`src/rtl/uart_pkg.sv`:
```
// Shared UART transmit definitions: FSM states, data width and frame-length helpers.
// Purely declarative; no logic, no latency, no flow control.
package uart_pkg;

  localparam int UART_DATA_BITS = 8;
  // Start bit plus data bits; stop and optional parity bits are added per build.
  localparam int UART_FRAME_CORE = 1 + UART_DATA_BITS;

  typedef enum logic [2:0] {
    ST_IDLE,
    ST_START,
    ST_DATA,
    ST_PARITY,
    ST_STOP
  } uart_tx_state_e;

  function automatic int uart_frame_len(input int stop_bits, input bit parity_en);
    return UART_FRAME_CORE + stop_bits + (parity_en ? 1 : 0);
  endfunction

endpackage

```
`src/rtl/uart_tx_fifo.sv`:
```
// Synchronous FIFO for the UART transmitter; head entry visible combinationally, push/pop take effect on the edge.
// Pushes while full and pops while empty are ignored; full/empty are derived only from the registered count.
module uart_tx_fifo #(
  parameter int DEPTH = 4,
  parameter int WIDTH = 8
) (
  input  logic                           clk_i,
  input  logic                           rst_i,
  input  logic                           push_i,
  input  logic [WIDTH-1:0]               push_dat_i,
  input  logic                           pop_i,
  output logic [WIDTH-1:0]               head_dat_o,
  output logic                           full_o,
  output logic                           empty_o,
  output logic [$clog2(DEPTH+1)-1:0]     count_o
);

  localparam int AW = $clog2(DEPTH);
  localparam int CW = $clog2(DEPTH + 1);

  logic [WIDTH-1:0] mem_q [DEPTH];
  logic [AW-1:0]    wr_ptr_q, rd_ptr_q;
  logic [CW-1:0]    count_q;
  logic             do_push, do_pop;

  assign full_o     = (count_q == CW'(DEPTH));
  assign empty_o    = (count_q == '0);
  assign count_o    = count_q;
  assign head_dat_o = mem_q[rd_ptr_q];
  assign do_push    = push_i && !full_o;
  assign do_pop     = pop_i && !empty_o;

  // Depth is a power of two, so the pointers wrap by plain overflow.
  always_ff @(posedge clk_i) begin
    if (rst_i) begin
      wr_ptr_q <= '0;
      rd_ptr_q <= '0;
      count_q  <= '0;
    end else begin
      if (do_push) wr_ptr_q <= wr_ptr_q + 1'b1;
      if (do_pop)  rd_ptr_q <= rd_ptr_q + 1'b1;
      case ({do_push, do_pop})
        2'b10:   count_q <= count_q + 1'b1;
        2'b01:   count_q <= count_q - 1'b1;
        default: count_q <= count_q;
      endcase
    end
  end

  always_ff @(posedge clk_i) begin
    if (do_push) mem_q[wr_ptr_q] <= push_dat_i;
  end

endmodule

```
`src/rtl/uart_tx.sv`:
```
// 8N1/8N2 UART transmitter (optional parity via UART_TX_PARITY_EN): start bit appears one edge after a byte is queued idle.
// tx_ready drops only when the FIFO holds FIFO_DEPTH bytes; frames run back-to-back while bytes are queued.
module uart_tx #(
  parameter int FIFO_DEPTH = 4,
  parameter int STOP_BITS  = 1,
  parameter int PARITY_ODD = 0
) (
  input  logic                               baud_clk,
  input  logic                               reset,
  input  logic [7:0]                         tx_data,
  input  logic                               tx_valid,
  output logic                               tx_ready,
  output logic                               tx_out,
  output logic                               tx_busy,
  output logic [$clog2(FIFO_DEPTH+1)-1:0]    fifo_count
);

  import uart_pkg::*;

  localparam logic STOP_LAST = (STOP_BITS == 2);

  uart_tx_state_e state_q, state_d;
  logic [UART_DATA_BITS-1:0] shift_q, shift_d;
  logic [2:0]                bit_q, bit_d;
  logic                      stop_q, stop_d;
  logic                      tx_out_q, tx_out_d;
`ifdef UART_TX_PARITY_EN
  logic                      par_q, par_d;
`endif

  logic                      fifo_full, fifo_empty, pop;
  logic                      frame_end;
  logic [UART_DATA_BITS-1:0] head_dat;

  uart_tx_fifo #(
    .DEPTH (FIFO_DEPTH),
    .WIDTH (UART_DATA_BITS)
  ) u_fifo (
    .clk_i      (baud_clk),
    .rst_i      (reset),
    .push_i     (tx_valid && tx_ready),
    .push_dat_i (tx_data),
    .pop_i      (pop),
    .head_dat_o (head_dat),
    .full_o     (fifo_full),
    .empty_o    (fifo_empty),
    .count_o    (fifo_count)
  );

  assign tx_ready = !fifo_full;
  assign tx_out   = tx_out_q;
  assign tx_busy  = (state_q != ST_IDLE) || !fifo_empty;

  // A new frame may start from idle or on the final stop cycle, giving gapless back-to-back frames.
  assign frame_end = (state_q == ST_IDLE) || ((state_q == ST_STOP) && (stop_q == STOP_LAST));
  assign pop       = frame_end && !fifo_empty;

  always_comb begin
    state_d  = state_q;
    shift_d  = shift_q;
    bit_d    = bit_q;
    stop_d   = stop_q;
    tx_out_d = tx_out_q;
`ifdef UART_TX_PARITY_EN
    par_d    = par_q;
`endif
    case (state_q)
      ST_IDLE: begin
        tx_out_d = 1'b1;
      end
      ST_START: begin
        tx_out_d = shift_q[0];
        shift_d  = shift_q >> 1;
        bit_d    = 3'd0;
        state_d  = ST_DATA;
      end
      ST_DATA: begin
        if (bit_q == 3'(UART_DATA_BITS - 1)) begin
`ifdef UART_TX_PARITY_EN
          tx_out_d = par_q;
          state_d  = ST_PARITY;
`else
          tx_out_d = 1'b1;
          stop_d   = 1'b0;
          state_d  = ST_STOP;
`endif
        end else begin
          tx_out_d = shift_q[0];
          shift_d  = shift_q >> 1;
          bit_d    = bit_q + 3'd1;
        end
      end
`ifdef UART_TX_PARITY_EN
      ST_PARITY: begin
        tx_out_d = 1'b1;
        stop_d   = 1'b0;
        state_d  = ST_STOP;
      end
`endif
      ST_STOP: begin
        tx_out_d = 1'b1;
        if (stop_q == STOP_LAST) begin
          state_d = ST_IDLE;
        end else begin
          stop_d = 1'b1;
        end
      end
      default: begin
        tx_out_d = 1'b1;
        state_d  = ST_IDLE;
      end
    endcase

    if (pop) begin
      shift_d  = head_dat;
      tx_out_d = 1'b0;
      state_d  = ST_START;
`ifdef UART_TX_PARITY_EN
      par_d    = (^head_dat) ^ 1'(PARITY_ODD);
`endif
    end
  end

  always_ff @(posedge baud_clk) begin
    if (reset) begin
      state_q  <= ST_IDLE;
      shift_q  <= '0;
      bit_q    <= '0;
      stop_q   <= 1'b0;
      tx_out_q <= 1'b1;
`ifdef UART_TX_PARITY_EN
      par_q    <= 1'b0;
`endif
    end else begin
      state_q  <= state_d;
      shift_q  <= shift_d;
      bit_q    <= bit_d;
      stop_q   <= stop_d;
      tx_out_q <= tx_out_d;
`ifdef UART_TX_PARITY_EN
      par_q    <= par_d;
`endif
    end
  end

endmodule

```
`config.mk`:
```
export PLATFORM = sky130hd
export DESIGN_NAME = uart_tx
export DESIGN_NICKNAME = d
export VERILOG_FILES = /design/src/rtl/uart_pkg.sv /design/src/rtl/uart_tx_fifo.sv /design/src/rtl/uart_tx.sv
export SDC_FILE = /design/constraint.sdc
export NUM_CORES = 1
export LEC_CHECK = 0
export BUFFER_PORTS_ARGS = -buffer_cell sky130_fd_sc_hd__buf_2
export CAP_MARGIN = 25
export CORE_UTILIZATION = 35
export DETAILED_ROUTE_END_ITERATION = 8
export PLACE_DENSITY = 0.59
export RECOVER_POWER = 100
export SLEW_MARGIN = 10
export SYNTH_ARGS = -nofsm -noshare
export SYNTH_HDL_FRONTEND = slang
export SYNTH_SLANG_ARGS = --single-unit
```
`constraint.sdc`:
```
create_clock -name baud_clk -period 2.2 [get_ports baud_clk]
set_input_delay 0.44 -clock baud_clk [delete_from_list [all_inputs] [get_ports baud_clk]]
set_output_delay 0.44 -clock baud_clk [all_outputs]
set_load 0.05 [all_outputs]
```
==> summary.md <==
| Metric | Value |
|---|---|
| Largest net degree at the start of global routing | `24` |
| Die extent in x | `between 80 and 90 um` |
| Setup Buffers After CTS | `0` |
| Flop-to-flop setup slack | `-0.02 ns` |
| Avg Inst Size Synth | `roughly 14 sq um` |
| Data required time of the worst path | `2.44 ns` |
| Worst-margin pin slew | `0.702 ns` |
| Core footprint | `0.00606 sq mm` |
| Comb power frac | `0.399` |
| Max Clock Skew | `between 0.01 and 0.015 ns` |
| Nets | `approximately 200` |
| Worst r2r path cells | `9` |
| First-pass DRT Iterations | `4` |
| Cells after DPL | `between 200 and 250` |
| Setup crit end kind | `flip-flop` |
| Synth cell count leaders | `edfxtp_1 (32), dfxtp_1 (24), nor2_1 (20), mux2i_1 (10), mux4_2 (8)` |
| Antenna Cells | `0` |
| Worst path top cell family by delay | `simple AND/OR/NAND/NOR gates` |
| Cts bufs inserted | `5` |
| Worst VDD drop | `0.894 mV` |
| Sequential share of power | `0.440` |
| DRT Wirelength | `about 3.7 mm` |
| CP max-delay cell | `or3b_4` |
| Number of vias per cell | `4.93` |
| Setup TNS | `-0.0223 ns` |
| First-pass GRT wire length | `approximately 6.1 mm` |
| Max Clk Rate | `450 MHz` |
| Site row count | `28` |
| GR Overflow Total | `0` |
| Critical path arrival | `approximately 2.5 ns` |
| Worst Path Buf+Inv | `2` |
| Internal | `between 2000 and 2500 uW` |
| Switching part of the total | `0.368` |
| Worst-path fanout max | `6` |
| Initial DRC Count | `slightly below 50` |
| Count leader, synth | `edfxtp_1` |
| Share of cells above drive strength 1 | `0.209` |
| Vias in the first global route | `roughly 1200` |
| Status | `complete, but fails checks` |
| Detail Placement HPWL | `2.59 mm` |
| DIE HEIGHT | `roughly 82 um` |
| Num ports | `17` |
| Pwr Density | `roughly 1300 mW/mm^2` |
| Top FF cell, synth | `edfxtp_1` |
| Total GRT Usage | `0.128` |
| Post-synth top area cell | `edfxtp_1` |
| Clock power frac | `0.161` |
| RePlAce Congestion | `0.724` |
| Wire per inst | `approximately 15 um` |
| Relative slew slack | `0.532` |
| Fin crit period | `2.22 ns` |
| Number of vias in the routed layout | `roughly 1200` |
| Clock Latency Late Sink | `~0.30 ns` |
| CTS tree | `yes` |
| Final Setup Violations | `1` |
| Critical setup path kind | `flip-flop to flip-flop` |
| Critical path startpoint category | `flip-flop` |
| Leakage | `roughly 0.00092 uW` |
| Min-Delay Path Class | `input pin to flip-flop` |
| Syn-to-layout area delta | `12.0%` |
| Seq cells post-synth | `56` |
| Seq/Total Area, Yosys | `0.641` |
| Synth top area cells | `edfxtp_1 (43%), dfxtp_1 (21%), mux4_2 (8.0%)` |
| Clock Tree Root | `clkbuf_8` |
| H-tree depth | `2` |
| Die area | `between 0.006 and 0.007 sq mm` |
| Worst-path cell chain | `or3b_4 -> and2_4 -> inv_4 -> ha_4 -> inv_1 -> fa_2 -> xor2_1 -> or3_1 -> a21oi_2` |
| Syn Std Cell Area | `0.00225 sq mm` |
| Final Instance Area | `between 0.002 and 0.003 sq mm` |
| Clock-pin slew on the worst setup and hold paths | `~0.10 ns` |
| Synthesized net count | `about 180` |
| ANT nets after route | `0` |
| Power, Total | `approximately 3300 uW` |
| Final hold vios | `0` |
| Yosys cell types | `31` |
| Initial Util | `0.371` |
| Async SR Flop Fraction | `0` |
| Setup WS post-layout | `-0.0223 ns` |
| Max-cap violations | `0` |
| Post-synth EDFFs | `32` |
| Failing checks | `negative setup slack` |
| Clock Path Buffers | `2` |
| # port buffers | `16` |
| P_sw | `1220 uW` |
| Final non-filler cell total | `roughly 250` |
| Max incr delay on CP | `~0.43 ns` |
| Synth top area share | `0.427` |
| Hold Buf Count CTS | `0` |
| Hold Path Origin | `tx_data[0]` |
| Worst R2R End | `u_fifo.count_o[2]` |
| Warnings from Yosys | `0` |
| RSZ-0062 raised after global routing | `yes` |
| Clk sinks | `56` |
| Tcrit/Tclk final | `1.01` |
| Area after DPL | `0.00243 sq mm` |
| Reg-to-Reg Start | `u_fifo.count_o[1]` |
| Slew Viols, Final | `0` |
| WHS Path Cells | `1` |
| WHS Endpoint | `u_fifo.mem_q[2][0]` |
| # DRC | `0` |
| Syn Inst Count | `roughly 160` |
| Initial antenna violation count | `0` |
| Fillers | `between 500 and 600` |
## metrics by stage
stage	utilization	hold slack [ns]	worst slack, ns
finish	0.416	0.386	-0.0223
global route	0.416	0.404	-0.0946
CTS	0.418	0.339	-0.0213
detailed placement	0.401	0.472	-0.00964
global placement	0.401	0.464	0.125
floorplan	-	0.447	-0.0970
## area by class of cell
type                       instances  area [sq um]  share of cell area
sequential                        56          1450               0.575
multi-input combinational         88           773               0.307
inverter                           7          28.8              0.0114
clock inverter                     2          11.3             0.00447
clock buffer                       6          72.6              0.0288
timing repair buffer              18          91.3              0.0363
tap                               75          93.8              0.0373
## power by group through the flow
stage                     sequential, uW  combinational, uW  clock [uW]
after CTS                           1460               1350         547
after floorplan                     1510                973           0
final                               1460               1320         532
after global placement              1460               1220           0
after global routing                1480               1440         584
after detailed placement            1480               1280           0
## flip-flops by register name (all words and copies together) (netlist names), named ones only
register / flops
tx_out: 1
state_q: 3
shift_q: 8
u_fifo.wr_ptr_q: 2
u_fifo.mem_q: 32
u_fifo.count_o: 3
bit_q: 3
u_fifo.rd_ptr_q: 2
## worst max-delay path by stage
stage / from / to / depth (start not counted)
final: u_fifo.count_o[1] / u_fifo.count_o[2] / 9
after global routing: u_fifo.count_o[1] / u_fifo.count_o[2] / 9
after CTS: u_fifo.count_o[1] / u_fifo.count_o[2] / 9
after detailed placement: u_fifo.count_o[1] / u_fifo.count_o[2] / 9
after global placement: u_fifo.count_o[2] / u_fifo.count_o[2] / 9
after floorplan: u_fifo.count_o[2] / u_fifo.count_o[2] / 9
## placed cells by master (no fill, tap or decap)
cell        instances
buf_8               1
dfxtp_2             2
clkinvlp_4          1
fa_2                1
or4_4               1
nand2_1             4
clkbuf_8            5
inv_4               1
dfxtp_4             1
or3_1               1
clkbuf_1           10
ha_4                1
and2_4              1
nand2_2             1
nor4b_2             1
and3_1              4
edfxtp_1           32
a21oi_2             2
xnor2_1             2
clkinv_1            1
a211oi_1            7
buf_2               7
buf_4               1
or3_4               1
ha_1                6
nand2b_1            1
nor3_1              2
nor3b_1             1
a21oi_1             3
or3b_4              1
nand3_1             2
nor2_1             20
and2_1              2
mux4_2              8
inv_1               6
dfxtp_1            21
o21ai_0             2
mux2i_1            10
xor2_1              3
## timing repair
action,in CTS,in global routing
pin swaps,0,0
endpoints found under the hold margin,0,0
setup endpoints to repair,2,1
resized for setup,5,0
## per-layer routing
| layer | vias up | track usage | part of all wire |
|---|---|---|---|
| li1 | 609 | - | - |
| met1 | 611 | 0.154 | 0.45 |
| met2 | 18 | 0.219 | 0.51 |
| met3 | 5 | 0.0363 | 0.037 |
| met4 | 0 | 0.0421 | 0.0096 |
| met5 | - | 0 | 0 |
## logic make-up (layout without fill, tap and decap cells)
family,after synthesis,after routing,share of synthesized area
flops,56,56,0.641
simple gates,43,43,0.0996
mux,18,18,0.125
compound gates,14,14,0.0406
buf+inv,13,33,0.0273
fa+ha+maj,8,8,0.0478
xor+xnor,5,5,0.0195
(Power assumes the default switching activity.)
